`src/rtl/uart_pkg.sv`:
```
// Shared types and defaults for the UART receiver.
// UART_RX_PARITY_EN adds the PARITY state to the FSM encoding.
package uart_pkg;

  localparam int DATA_BITS        = 8;
  localparam int CLKS_PER_BIT_DEF = 4;
  localparam int DEPTH_DEF        = 4;

  typedef enum logic [2:0] {
    ST_IDLE   = 3'd0,
    ST_START  = 3'd1,
    ST_DATA   = 3'd2,
`ifdef UART_RX_PARITY_EN
    ST_PARITY = 3'd3,
`endif
    ST_STOP   = 3'd4
  } rx_state_t;

endpackage

```
`src/rtl/uart_rx_fifo.sv`:
```
// First-word fall-through byte FIFO with wrap-bit pointers.
// Guards itself against push-when-full (unless popping) and pop-when-empty.
module uart_rx_fifo
  import uart_pkg::*;
#(
  parameter int DEPTH = DEPTH_DEF
) (
  input  logic                 clk,
  input  logic                 rst,
  input  logic                 push,
  input  logic [DATA_BITS-1:0] wdata,
  input  logic                 pop,
  output logic [DATA_BITS-1:0] rdata,
  output logic                 empty,
  output logic                 full
);

  localparam int AW = $clog2(DEPTH);

  logic [DATA_BITS-1:0] r_mem [DEPTH];
  logic [AW:0]          r_wptr;
  logic [AW:0]          r_rptr;
  logic                 w_wr;
  logic                 w_rd;

  assign empty = (r_wptr == r_rptr);
  assign full  = (r_wptr[AW-1:0] == r_rptr[AW-1:0]) && (r_wptr[AW] != r_rptr[AW]);
  assign rdata = r_mem[r_rptr[AW-1:0]];

  // A full FIFO still accepts a write when the head slot is freed this cycle.
  assign w_wr = push && (!full || pop);
  assign w_rd = pop && !empty;

  always_ff @(posedge clk or posedge rst) begin
    if (rst) begin
      r_wptr <= '0;
      r_rptr <= '0;
      for (int i = 0; i < DEPTH; i++) begin
        r_mem[i] <= '0;
      end
    end else begin
      if (w_wr) begin
        r_mem[r_wptr[AW-1:0]] <= wdata;
        r_wptr                <= r_wptr + 1'b1;
      end
      if (w_rd) begin
        r_rptr <= r_rptr + 1'b1;
      end
    end
  end

endmodule

```
`src/rtl/uart_rx.sv`:
```
// UART receiver: 2-flop sync, mid-bit sampling FSM, error flags and FIFO.
// Define UART_RX_PARITY_EN for an even-parity bit between D7 and stop.
//
// state     | meaning
// ST_IDLE   | wait for a 1->0 edge on the synchronized line
// ST_START  | confirm start bit at its midpoint (reject glitches)
// ST_DATA   | sample 8 data bits, LSB first
// ST_PARITY | sample even-parity bit (parity builds only)
// ST_STOP   | sample stop bit, then push or flag
module uart_rx
  import uart_pkg::*;
#(
  parameter int CLKS_PER_BIT = CLKS_PER_BIT_DEF,
  parameter int DEPTH        = DEPTH_DEF
) (
  input  logic                 clk,
  input  logic                 rst,
  input  logic                 rx,
  input  logic                 rd_en,
  output logic                 rd_rdy,
  output logic [DATA_BITS-1:0] dout,
  output logic                 frame_err,
  output logic                 parity_err,
  output logic                 overrun
);

  localparam int CW = $clog2(CLKS_PER_BIT);
  localparam logic [CW-1:0] CNT_MID  = CW'(CLKS_PER_BIT / 2 - 1);
  localparam logic [CW-1:0] CNT_LAST = CW'(CLKS_PER_BIT - 1);
  localparam logic [2:0]    IDX_LAST = 3'(DATA_BITS - 1);

  logic                 r_sync1;
  logic                 r_sync2;
  logic                 r_rx_prev;
  logic                 w_rx_s;

  rx_state_t            r_state;
  rx_state_t            w_state_nxt;
  logic [CW-1:0]        r_cnt;
  logic [2:0]           r_idx;
  logic [DATA_BITS-1:0] r_shift;

  logic                 w_cnt_clr;
  logic                 w_shift_en;
  logic                 w_par_en;
  logic                 w_stop_en;
  logic                 w_par_bad;

  logic                 w_push;
  logic                 w_pop;
  logic                 w_empty;
  logic                 w_full;
  logic [DATA_BITS-1:0] w_rdata;

  logic                 r_frame_err;
  logic                 r_overrun;

  assign w_rx_s = r_sync2;

  always_ff @(posedge clk or posedge rst) begin
    if (rst) begin
      r_sync1   <= 1'b1;
      r_sync2   <= 1'b1;
      r_rx_prev <= 1'b1;
    end else begin
      r_sync1   <= rx;
      r_sync2   <= r_sync1;
      r_rx_prev <= r_sync2;
    end
  end

  always_ff @(posedge clk or posedge rst) begin
    if (rst) begin
      r_state <= ST_IDLE;
    end else begin
      r_state <= w_state_nxt;
    end
  end

  always_comb begin
    w_state_nxt = r_state;
    w_cnt_clr   = 1'b0;
    w_shift_en  = 1'b0;
    w_par_en    = 1'b0;
    w_stop_en   = 1'b0;
    case (r_state)
      ST_IDLE: begin
        if (!w_rx_s && r_rx_prev) begin
          w_state_nxt = ST_START;
          w_cnt_clr   = 1'b1;
        end
      end
      ST_START: begin
        if (r_cnt == CNT_MID) begin
          w_cnt_clr   = 1'b1;
          w_state_nxt = w_rx_s ? ST_IDLE : ST_DATA;
        end
      end
      ST_DATA: begin
        if (r_cnt == CNT_LAST) begin
          w_shift_en = 1'b1;
          w_cnt_clr  = 1'b1;
          if (r_idx == IDX_LAST) begin
`ifdef UART_RX_PARITY_EN
            w_state_nxt = ST_PARITY;
`else
            w_state_nxt = ST_STOP;
`endif
          end
        end
      end
`ifdef UART_RX_PARITY_EN
      ST_PARITY: begin
        if (r_cnt == CNT_LAST) begin
          w_par_en    = 1'b1;
          w_cnt_clr   = 1'b1;
          w_state_nxt = ST_STOP;
        end
      end
`endif
      ST_STOP: begin
        if (r_cnt == CNT_LAST) begin
          w_stop_en   = 1'b1;
          w_cnt_clr   = 1'b1;
          w_state_nxt = ST_IDLE;
        end
      end
      default: begin
        w_state_nxt = ST_IDLE;
      end
    endcase
  end

  always_ff @(posedge clk or posedge rst) begin
    if (rst) begin
      r_cnt   <= '0;
      r_idx   <= '0;
      r_shift <= '0;
    end else begin
      if (r_state == ST_IDLE || w_cnt_clr) begin
        r_cnt <= '0;
      end else begin
        r_cnt <= r_cnt + 1'b1;
      end
      if (r_state != ST_DATA) begin
        r_idx <= '0;
      end else if (w_shift_en) begin
        r_idx <= r_idx + 1'b1;
      end
      if (w_shift_en) begin
        r_shift[r_idx] <= w_rx_s;
      end
    end
  end

`ifdef UART_RX_PARITY_EN
  logic r_par_bad;
  logic r_parity_err;

  always_ff @(posedge clk or posedge rst) begin
    if (rst) begin
      r_par_bad    <= 1'b0;
      r_parity_err <= 1'b0;
    end else begin
      if (w_par_en) begin
        r_par_bad <= ^{r_shift, w_rx_s};
      end
      r_parity_err <= w_stop_en && r_par_bad;
    end
  end

  assign w_par_bad  = r_par_bad;
  assign parity_err = r_parity_err;
`else
  assign w_par_bad  = 1'b0;
  assign parity_err = 1'b0;
`endif

  assign w_push = w_stop_en && w_rx_s && !w_par_bad;
  assign w_pop  = rd_en && !w_empty;

  always_ff @(posedge clk or posedge rst) begin
    if (rst) begin
      r_frame_err <= 1'b0;
      r_overrun   <= 1'b0;
    end else begin
      r_frame_err <= w_stop_en && !w_rx_s;
      r_overrun   <= w_push && w_full && !w_pop;
    end
  end

  uart_rx_fifo #(
    .DEPTH(DEPTH)
  ) u_fifo (
    .clk  (clk),
    .rst  (rst),
    .push (w_push),
    .wdata(r_shift),
    .pop  (w_pop),
    .rdata(w_rdata),
    .empty(w_empty),
    .full (w_full)
  );

  assign rd_rdy    = !w_empty;
  assign dout      = w_rdata;
  assign frame_err = r_frame_err;
  assign overrun   = r_overrun;

endmodule

```
`config.mk`:
```
export PLATFORM = sky130hd
export DESIGN_NAME = uart_rx
export DESIGN_NICKNAME = d
export VERILOG_FILES = /design/src/rtl/uart_pkg.sv /design/src/rtl/uart_rx_fifo.sv /design/src/rtl/uart_rx.sv
export SDC_FILE = /design/constraint.sdc
export NUM_CORES = 1
export LEC_CHECK = 0
export BUFFER_PORTS_ARGS = -buffer_cell sky130_fd_sc_hd__buf_2
export CELL_PAD_IN_SITES_DETAIL_PLACEMENT = 0
export CELL_PAD_IN_SITES_GLOBAL_PLACEMENT = 1
export CORE_MARGIN = 5
export CORE_UTILIZATION = 40
export CTS_CLUSTER_SIZE = 20
export DETAILED_ROUTE_END_ITERATION = 10
export PLACE_DENSITY = 0.69
export SLEW_MARGIN = 20
export SYNTH_ARGS = -nofsm -noshare
export SYNTH_HDL_FRONTEND = slang
export SYNTH_SLANG_ARGS = --single-unit
export TNS_END_PERCENT = 10
```
`constraint.sdc`:
```
create_clock -name clk -period 3.26 [get_ports clk]
set_clock_uncertainty 0.15 [all_clocks]
set_input_delay 0.815 -clock clk [delete_from_list [all_inputs] [get_ports clk]]
set_output_delay 0.815 -clock clk [all_outputs]
set_load 0.01 [all_outputs]
```
==> reports/metrics.csv <==
metric,value,unit
port_buffers,14,
place.gp.congestion,0.713,
crit_arrival,1.87,ns
synth_compound_area_frac,0.0129,
leakage,0.00145,uW
ys_ff_latch,59,
drt_iter0_markers,57,
hp-class,flip-flop to flip-flop,
clockBufferDepth,2,
htreeDepth,3,
wl,4490,um
cp_max_fo,11,
layout.nets,226,
synth_edf_count,0,
grt_overflow_total,0,
die_w,92.5,um
rr_startpoint,r_cnt[0],
totalNegativeSetupSlack,0,ns
fmax,0.352,GHz
clkLatencyLatePin,0.33,ns
worstHoldStart,r_sync1,
cts_made_buffers,9,
intPower,1070,uW
tightest_slew,0.739,ns
fin_util,0.450,
via_count,1536,
cts_resized,0,
drc_errors,0,
p_clk_frac,0.385,
vias_per_cell,5.15,
antenna_cells,0,
syn_area_per_cell,14.0,um^2
synth.area.top_cells,"dfrtp_1 51%, mux2_2 17%, mux4_2 6.6%, ha_1 4.1%, dfstp_2 2.9%",
dpl.hpwl,3040,um
grt_pass1_vias,1606,
syn-num-nets,208,
setup_viol,0,
cts_root_buf,clkbuf_8,
grt_pass1_wl,8030,um
ir_worst_vdd,0.166,mV
grtUsageTotal,0.123,
row_count,30,
cp-start-kind,flip-flop,
io_pins,16,
rsz0062_at_grt,no,
yosys-top-cells-count,"56 x dfrtp_1, 42 x mux2_2, 11 x nor2_1",
ys_warn_count,0,
power.density,481,nW/um^2
ant_nets,0,
p_switching,386,uW
clk_pin_slew,0.07,ns
synthesis.area,2730,um^2
drive_above_1_share,0.422,
synth-main-ff-cell,dfrtp_1,
drt-pass1-iter-count,4,
start_util,0.406,
synth.area.mux_share,0.247,
outcome,completed,
finalCritPeriodShare,0.871,
drv_slew,0,
postCtsHoldBufs,0,
die_h,92.5,um
maxCapViolations,0,
yosysUniqueCellTypes,34,
p_comb_frac,0.065,
netlist_instances,195,
synth_top_family_by_area,multiplexers,
synth_top_area_frac,0.514,
numClockSinks,59,
max-slew-margin-rel,0.508,
synth_top_area_cell,dfrtp_1,
cts_tree,done,
die_area,8560,um^2
power_frac_seq,0.549,
wl_per_cell,15.1,um
area_delta_synth_final,11.0,%
critPathCaptureType,output port,
antenna_found_initial,0,
path_class,flip-flop to output port,
synthSimpleGateAreaFrac,0.104,
finalPower,1460,uW
finalHoldViolCount,0,
synth_fa_ha_area_frac,0.0450,
required,2.29,ns
min_period,2.84,ns
yosys.area_share.xor_xnor,0.0225,
post_cts_buffers,0,
yosysMostFrequentCell,dfrtp_1,
nFillCells,619,
crit_start,u_fifo.r_rptr[0],
swShare,0.265,
async_reset_ff_frac,1.00,
coreArea,6720,um^2
ys_seq_area_frac,0.543,
grt_max_degree,60,
[metrics by stage]
step	instances	cell area [um^2]	setup WS, ns	hold WS, ns
finish	298	3030	0.420	0.205
global route	298	3030	0.251	0.214
CTS	298	3030	0.370	0.207
detailed placement	282	2860	0.741	0.197
global placement	282	2860	0.779	0.196
floorplan	195	2730	0.844	0.195
[layout make-up]
class / instances / area, um^2 / share of cell area
repair buffers: 15 / 77.6 / 0.0256
clock inverters: 7 / 45.0 / 0.0149
inverters: 5 / 18.8 / 0.00620
well taps: 80 / 100 / 0.0331
flip-flops and latches: 59 / 1480 / 0.489
clock buffers: 9 / 124 / 0.0409
multi-input cells: 123 / 1180 / 0.390
[flip-flops by register name (all words and copies together), names as in the netlist, 2 cells and up]
signal,cells
r_idx,3
u_fifo.r_rptr,3
u_fifo.r_wptr,3
r_state,3
r_cnt,2
u_fifo.r_mem,32
r_shift,8
[cells in the final DEF, fill, tap and decap left out, types with 2 or more instances in the layout]
cell | Yosys | layout
a21oi_1 | 2 | 2
buf_2 | 4 | 14
clkbuf_8 | 0 | 9
clkinv_2 | 0 | 3
clkinvlp_4 | 0 | 4
dfrtp_1 | 56 | 56
dfstp_2 | 3 | 3
ha_1 | 9 | 9
inv_1 | 5 | 4
mux2_2 | 42 | 42
mux2i_1 | 2 | 2
mux4_2 | 8 | 8
nand2_1 | 9 | 9
nand3_1 | 2 | 2
nand3_2 | 4 | 4
nand3b_1 | 4 | 4
nor2_1 | 11 | 11
nor2b_1 | 3 | 3
nor3_1 | 3 | 3
nor3b_1 | 3 | 3
o21ai_0 | 2 | 2
xnor2_1 | 6 | 6
[power groups by stage]
stage / Clock, uW / Combinational [uW] / Sequential (uW)
floorplan: 0 / 98.8 / 788
global route: 625 / 115 / 807
detailed placement: 0 / 98.0 / 814
finish: 561 / 95.4 / 800
global placement: 0 / 97.1 / 815
CTS: 589 / 98.4 / 800
[critical path, cell delays in order (launching register included)]
cell and delay, ns:
dfrtp_1 0.75, xnor2_1 0.25, nand2_1 0.11, or2_2 0.29
buf_2 0.14
[path summary, 6_finish.rpt]
kind	end	slack [ns]	cells after the start
max reg2reg	u_fifo.r_mem[6]	0.98	5
min	r_sync2	0.21	0
max	rd_rdy	0.42	4
max in group asynchronous	r_idx[2]	1.93	3
min reg2reg	r_sync2	0.21	0
min in group asynchronous	u_fifo.r_wptr[1]	0.53	3
[routing by layer]
| layer | vias to the layer above | part of all wire | GRT usage |
|---|---|---|---|
| li1 | 724 | - | - |
| met1 | 789 | 0.49 | 0.162 |
| met2 | 17 | 0.47 | 0.179 |
| met3 | 6 | 0.031 | 0.0374 |
| met4 | 0 | 0.014 | 0.0705 |
| met5 | - | 0 | 0 |
[logic make-up after synthesis]
family	count (synthesis)
AOI/OAI and AO/OA	6
xor gates and xnor gates	7
adders and majority gates	10
buffers and inverters	13
DFF	59
muxes	52
other	1
and+or+nand+nor	47
No activity file was read; power rests on OpenSTA's default activity.
